`src/rtl/mem_array_if.sv`:
```
// rtl/mem_array_if.sv - request/response bundle between a bus master and mem_array
interface mem_array_if #(
  parameter int WIDTH      = 16,
  parameter int ADDR_WIDTH = 4
);
  logic [ADDR_WIDTH-1:0] addr_i;
  logic [WIDTH-1:0]      wdata_i;
  logic                  wr_rd_i;
  logic                  valid_i;
  logic [WIDTH-1:0]      rdata_o;
  logic                  ready_o;

  modport master (
    output addr_i, wdata_i, wr_rd_i, valid_i,
    input  rdata_o, ready_o
  );

  modport slave (
    input  addr_i, wdata_i, wr_rd_i, valid_i,
    output rdata_o, ready_o
  );
endinterface

```
`src/rtl/mem_array.sv`:
```
// rtl/mem_array.sv - single-port synchronous RAM with valid/ready requests
// Optional: MEM_CLEAR_EN zeroes every word after each reset release.
module mem_array #(
  parameter int WIDTH      = 16,
  parameter int DEPTH      = 16,
  parameter int ADDR_WIDTH = 4
) (
  input  logic      clk_i,
  input  logic      rst_i,
  mem_array_if.slave bus
);
  localparam logic [ADDR_WIDTH:0] DEPTH_W = (ADDR_WIDTH + 1)'(DEPTH);

  typedef enum logic [1:0] {
    ST_RST,
`ifdef MEM_CLEAR_EN
    ST_CLEAR,
`endif
    ST_RDY
  } state_t;

  state_t           state;
  logic [WIDTH-1:0] mem [DEPTH];
  logic [WIDTH-1:0] rdata;
  logic             ready;
  logic             in_range;
  logic             accept;

`ifdef MEM_CLEAR_EN
  logic [ADDR_WIDTH-1:0] clr_addr;
  logic                  clr_last;
  assign clr_last = ({1'b0, clr_addr} == DEPTH_W - 1'b1);
`endif

  // Widened compare keeps the range check meaningful when DEPTH == 2**ADDR_WIDTH.
  assign in_range = ({1'b0, bus.addr_i} < DEPTH_W);
  assign accept   = bus.valid_i && ready;

  always_ff @(posedge clk_i) begin
    if (rst_i) begin
      state <= ST_RST;
      ready <= 1'b0;
      rdata <= '0;
`ifdef MEM_CLEAR_EN
      clr_addr <= '0;
`endif
    end else begin
      case (state)
        ST_RST: begin
`ifdef MEM_CLEAR_EN
          state    <= ST_CLEAR;
          clr_addr <= '0;
`else
          state <= ST_RDY;
          ready <= 1'b1;
`endif
        end
`ifdef MEM_CLEAR_EN
        ST_CLEAR: begin
          mem[clr_addr] <= '0;
          if (clr_last) begin
            state <= ST_RDY;
            ready <= 1'b1;
          end else begin
            clr_addr <= clr_addr + 1'b1;
          end
        end
`endif
        ST_RDY: begin
          if (accept) begin
            if (bus.wr_rd_i) begin
              if (in_range) mem[bus.addr_i] <= bus.wdata_i;
            end else begin
              rdata <= in_range ? mem[bus.addr_i] : '0;
            end
          end
        end
        default: begin
          state <= ST_RST;
          ready <= 1'b0;
        end
      endcase
    end
  end

  assign bus.rdata_o = rdata;
  assign bus.ready_o = ready;
endmodule

```
`src/flat_wrapper.sv`:
```
// flat-port wrapper written by rule: the top's interface ports become plain ports
module mem_array_flat 
#(
  parameter int WIDTH      = 16,
  parameter int DEPTH      = 16,
  parameter int ADDR_WIDTH = 4
)
  (clk_i, rst_i, bus_addr_i, bus_wdata_i, bus_wr_rd_i, bus_valid_i, bus_rdata_o, bus_ready_o);
  mem_array_if #(.WIDTH(WIDTH), .ADDR_WIDTH(ADDR_WIDTH)) bus_i ();
  input  logic clk_i;
  input  logic rst_i;
  input wire logic [$bits(bus_i.addr_i)-1:0] bus_addr_i;
  input wire logic [$bits(bus_i.wdata_i)-1:0] bus_wdata_i;
  input wire logic [$bits(bus_i.wr_rd_i)-1:0] bus_wr_rd_i;
  input wire logic [$bits(bus_i.valid_i)-1:0] bus_valid_i;
  output wire logic [$bits(bus_i.rdata_o)-1:0] bus_rdata_o;
  output wire logic [$bits(bus_i.ready_o)-1:0] bus_ready_o;
  assign bus_i.addr_i = bus_addr_i;
  assign bus_i.wdata_i = bus_wdata_i;
  assign bus_i.wr_rd_i = bus_wr_rd_i;
  assign bus_i.valid_i = bus_valid_i;
  assign bus_rdata_o = bus_i.rdata_o;
  assign bus_ready_o = bus_i.ready_o;
  mem_array #(.WIDTH(WIDTH), .DEPTH(DEPTH), .ADDR_WIDTH(ADDR_WIDTH)) u_core (.clk_i(clk_i), .rst_i(rst_i), .bus(bus_i));
endmodule
```
`config.mk`:
```
export PLATFORM = sky130hd
export DESIGN_NAME = mem_array_flat
export DESIGN_NICKNAME = d
export VERILOG_FILES = /design/src/rtl/mem_array_if.sv /design/src/rtl/mem_array.sv /design/src/flat_wrapper.sv
export SDC_FILE = /design/constraint.sdc
export NUM_CORES = 1
export LEC_CHECK = 0
export ABC_CLOCK_PERIOD_IN_PS = 4100
export CAP_MARGIN = 20
export CORE_ASPECT_RATIO = 1.1
export CORE_MARGIN = 1.5
export CORE_UTILIZATION = 50
export CTS_BUF_LIST = sky130_fd_sc_hd__clkbuf_4 sky130_fd_sc_hd__clkbuf_8
export DETAILED_ROUTE_END_ITERATION = 7
export PLACE_DENSITY = 0.68
export RECOVER_POWER = 100
export SETUP_SLACK_MARGIN = 0.02
export SYNTH_ARGS = -nofsm -noshare
export SYNTH_HDL_FRONTEND = slang
export SYNTH_SLANG_ARGS = --single-unit
```
`constraint.sdc`:
```
create_clock -name clk_i -period 4.1 [get_ports clk_i]
set_input_delay 0.82 -clock clk_i [delete_from_list [all_inputs] [get_ports clk_i]]
set_output_delay 0.82 -clock clk_i [all_outputs]
set_load 0.1 [all_outputs]
```
Word-level counts from Yosys, hierarchy flattened:

Memory sizes are Yosys's and may differ from the RTL's. A register that Yosys moved wholly into a read port is not among the register bits.
Index checks and enable logic that the tools add are counted.

* equal/unequal tests: 1
* multiplexer cells: 7
* bitwise operators: 1
* reductions and logical operators: 3

Operator list (count)
* 1-bit two-way mux: 5
* 2-bit case mux with 2 select lines: 1
* 3-bit AND reduction: 1
* 2-bit by 1-bit == test with 1-bit output (second input constant): 1
* 2-bit logical NOT: 1
* 1-bit case mux with 2 select lines: 1
* 1-bit logical AND: 1
* 1-bit NOT: 1

* register bits: 3
* bits in writable memories: 256
* bits of input ports: 24
* output and inout bits: 17
* word-level logic and storage cells: 15
* memories: 1

Memory list
* u_core.mem: words 16, width 16, rd ports 1, clocked after Yosys merged registers in 1, write ports 1, RTL line mem_array.sv:23 `logic [WIDTH-1:0] mem [DEPTH];`

Longest topological paths before layout:

* depth in word-level cells: 5
* mapped depth: 6
* depth with buffers taken out: 3

Least setup slack after synthesis:

No wires, ideal clock.

* path kind: input -> register
* from: input port bus_addr_i[1]
* to: memory u_core.mem[1][0], enable pin
* library setup time: 0.409 ns
* arrival time: 2.844 ns
* required time: 3.691 ns
* path slack: 0.846 ns
* cell stages on the path: 6
* path buffers: 3
* path through: buf_6 buf_6 buf_4 and4bb_1 nand3_1 nor3_1

RTL lines
* start: declaration: RTL line flat_wrapper.sv:12 `input wire logic [$bits(bus_i.addr_i)-1:0] bus_addr_i;`
* end: declaration: RTL line mem_array.sv:23

No word-level cell before the write port.

Worst setup path in the final report:

* from: input port bus_addr_i[1]
* to: memory u_core.mem[10][5], enable pin

No word-level cell before the write port.

==> impl_metrics.json <==
{
  "yosysMostFrequentCell": "edfxtp_1",
  "drt-pass1-iter-count": 5,
  "status": "finished clean",
  "grtUsageMet3": 0.0415,
  "num_antenna_cells": 0,
  "start_util": 0.507,
  "ys_dominant_reg_cell": "edfxtp_1",
  "end_kind": "register",
  "antenna_found_initial": 1,
  "ys_types": 31,
  "grt_pass1_wl_um": 33400,
  "num_rows": 55,
  "use_met1": 0.269,
  "peakVddDrop_mv": 0.252,
  "syn_avg_cell_area_um2": 21.1,
  "reg2reg_from": "u_core.state[0]$_SDFFE_PP0N_",
  "synth_seq_cells": 273,
  "hold_start": "u_core.bus.rdata_o[13]$_SDFFE_PP0P_",
  "ys_top_cells_by_area": "edfxtp_1 74%, mux4_2 11%, dfxtp_1 3.3%",
  "min_path_type": "reg -> reg",
  "finalSetupTns_ns": 0,
  "dieArea_um2": 21700,
  "gp_congestion": 0.791,
  "placedCellCount": 795,
  "cts-resized-gates": 0,
  "ys_async_sr_fraction": 0,
  "ant_nets": 0,
  "ys.warnings.count": 0,
  "drc_errors": 0,
  "die-width_um": 140,
  "r2r_end": "u_core.mem[10][5]$_DFFE_PP_",
  "clock_latency_ns": 0.55,
  "cts.htree.levels": 2,
  "dr_total_vias": 5171,
  "area_growth_syn_to_layout_pct": 14.3,
  "cts_setup_buffers": 0,
  "grt_use_total": 0.214,
  "met2_usage": 0.367,
  "skew_ns": 0.0326,
  "grt.busiest_layer": "met2",
  "cts_hold_buf": 0,
  "crit_type": "in -> reg",
  "maxCapViolCount": 0,
  "crit_required_ns": 4.23,
  "drive_above_1_share": 0.246,
  "final.period_utilization": 0.831,
  "yosysSeqAreaShare": 0.773,
  "relSlewSlack": 0.0437,
  "ys_top_cells_by_count": "256 x edfxtp_1, 50 x mux4_2, 28 x a22oi_1",
  "startpoint_type": "primary input",
  "synth_top_cell_by_area": "edfxtp_1",
  "worst_pin_slew_ns": 1.43,
  "dp.final_hpwl_um": 13200,
  "path_clk_slew_ns": 0.06,
  "p_per_area_nw_per_um2": 464,
  "hold_depth": 2,
  "setup_viol": 0,
  "layout_min_cycle_time_ns": 3.41,
  "io_pins": 41,
  "cts_max_path_buffers": 3,
  "min_delay_worst_endpoint": "u_core.bus.rdata_o[13]$_SDFFE_PP0P_",
  "vias_per_cell": 5.97,
  "cts_tree": "done",
  "grt_max_degree": 41,
  "cts_num_sinks": 273,
  "avgRoutedWirePerCell_um": 25.7,
  "first_iter_violations": 433,
  "hold_viol": 0,
  "reg2regPathDepth": 4,
  "root_buffer": "clkbuf_8",
  "drv_slew": 0,
  "nNetsFinal": 607,
  "coreArea_um2": 20500,
  "clock.fmax_mhz": 294,
  "port_buffers": 40,
  "synth_edf_count": 256,
  "syn_area_um2": 10400,
  "postSynthCellCount": 493,
  "critPathArrivalTime_ns": 3.53,
  "cts_buffers": 42,
  "rsz0062_at_grt": "false",
  "cp_max_fo": 40,
  "final_cells": 866,
  "p_leak_nw": 3.77,
  "grt_pass1_vias": 5530,
  "die_h_um": 154,
  "synth_nets": 517,
  "netlist.area_leader.share": 0.740,
  "rrSetupSlack_ns": 1.76,
  "wl_um": 22200,
  "grt_overflow": 0
}
[power breakdown]
group / total (mW) / switching (mW) / internal [mW]
logic: 0.296 / 0.194 / 0.102
registers: 3.07 / 0.00781 / 3.06
clock network: 2.15 / 1.00 / 1.15
[metrics by stage]
step	setup slack, ns	hold WS (ns)	power (mW)	util	instance area, um2
after floorplan	0.846	0.686	3.32	-	10400
after global placement	1.20	0.522	3.43	0.545	11200
after detailed placement	1.16	0.512	3.43	0.545	11200
after CTS	1.13	0.532	5.57	0.584	12000
after global routing	0.587	0.602	5.69	0.579	11900
final	0.694	0.524	5.51	0.579	11900
[state kept, by name, summed over array words and instances (netlist names)]
| name | count |
|---|---|
| u_core.bus.rdata_o | 16 |
| u_core.mem | 256 |
| u_core.state | 1 |
[final cells by class]
| type | instances | area [um2] |
|---|---|---|
| Timing Repair Buffer | 74 | 567 |
| Sequential cell | 273 | 8030 |
| Clock inverter | 18 | 113 |
| Clock buffer | 53 | 679 |
| Inverter | 1 | 3.75 |
| Tap cell | 256 | 320 |
| Multi-Input combinational cell | 191 | 2160 |
| Fill cell | 1515 | 8630 |
[worst max-delay path: stages]
cell      delay [ns]
clkbuf_2        1.02
and4b_1         0.35
nand2_1         0.12
nor2_1          0.13
clkbuf_1        1.04
[layer usage]
metal,routed length [um],share of wire
met1,8740,0.39
met2,11500,0.52
met3,1320,0.059
met4,689,0.031
met5,0,0
[worst max path at each step]
| stage | startpoint | end | cells past startpoint |
|---|---|---|---|
| 3_3_place_gp | bus_addr_i[3] | u_core.bus.rdata_o[15]$_SDFFE_PP0P_ | 6 |
| 4_1_cts | u_core.bus.rdata_o[7]$_SDFFE_PP0P_ | bus_rdata_o[7] | 1 |
| 2_1_floorplan | bus_addr_i[1] | u_core.mem[1][0]$_DFFE_PP_ | 6 |
| 5_1_grt | bus_addr_i[1] | u_core.mem[14][10]$_DFFE_PP_ | 5 |
| 6_report | bus_addr_i[1] | u_core.mem[10][5]$_DFFE_PP_ | 5 |
| 3_5_place_dp | bus_addr_i[2] | u_core.bus.rdata_o[14]$_SDFFE_PP0P_ | 5 |
[kinds of logic (layout without fill, tap and decap cells)]
family / count (synthesis) / in the layout / synth area share
buffers and inverters: 29 / 146 / 0.0189
flip-flops: 273 / 273 / 0.773
AND/OR/NAND/NOR: 51 / 51 / 0.0253
multiplexers: 82 / 82 / 0.143
AO/OA/AOI/OAI: 58 / 58 / 0.0405
[cell usage in the layout, fill, tap and decap left out, types with 3 or more instances in the layout]
| master | netlist | layout |
|---|---|---|
| nand2_1 | 17 | 17 |
| mux2_2 | 20 | 20 |
| nand3_1 | 5 | 5 |
| nor2_1 | 12 | 12 |
| mux2i_1 | 4 | 4 |
| a41oi_1 | 14 | 14 |
| mux4_2 | 50 | 50 |
| nor3_1 | 4 | 4 |
| clkinv_2 | 0 | 5 |
| clkdlybuf4s50_1 | 0 | 3 |
| mux2_1 | 8 | 8 |
| clkbuf_4 | 0 | 8 |
| edfxtp_1 | 256 | 256 |
| dfxtp_1 | 17 | 17 |
| clkbuf_1 | 5 | 21 |
| o21ai_0 | 14 | 14 |
| a22oi_1 | 28 | 28 |
| dlygate4sd3_1 | 0 | 35 |
| clkinv_1 | 0 | 9 |
| buf_4 | 6 | 13 |
| clkbuf_8 | 0 | 45 |
(Power assumes the default switching activity.)
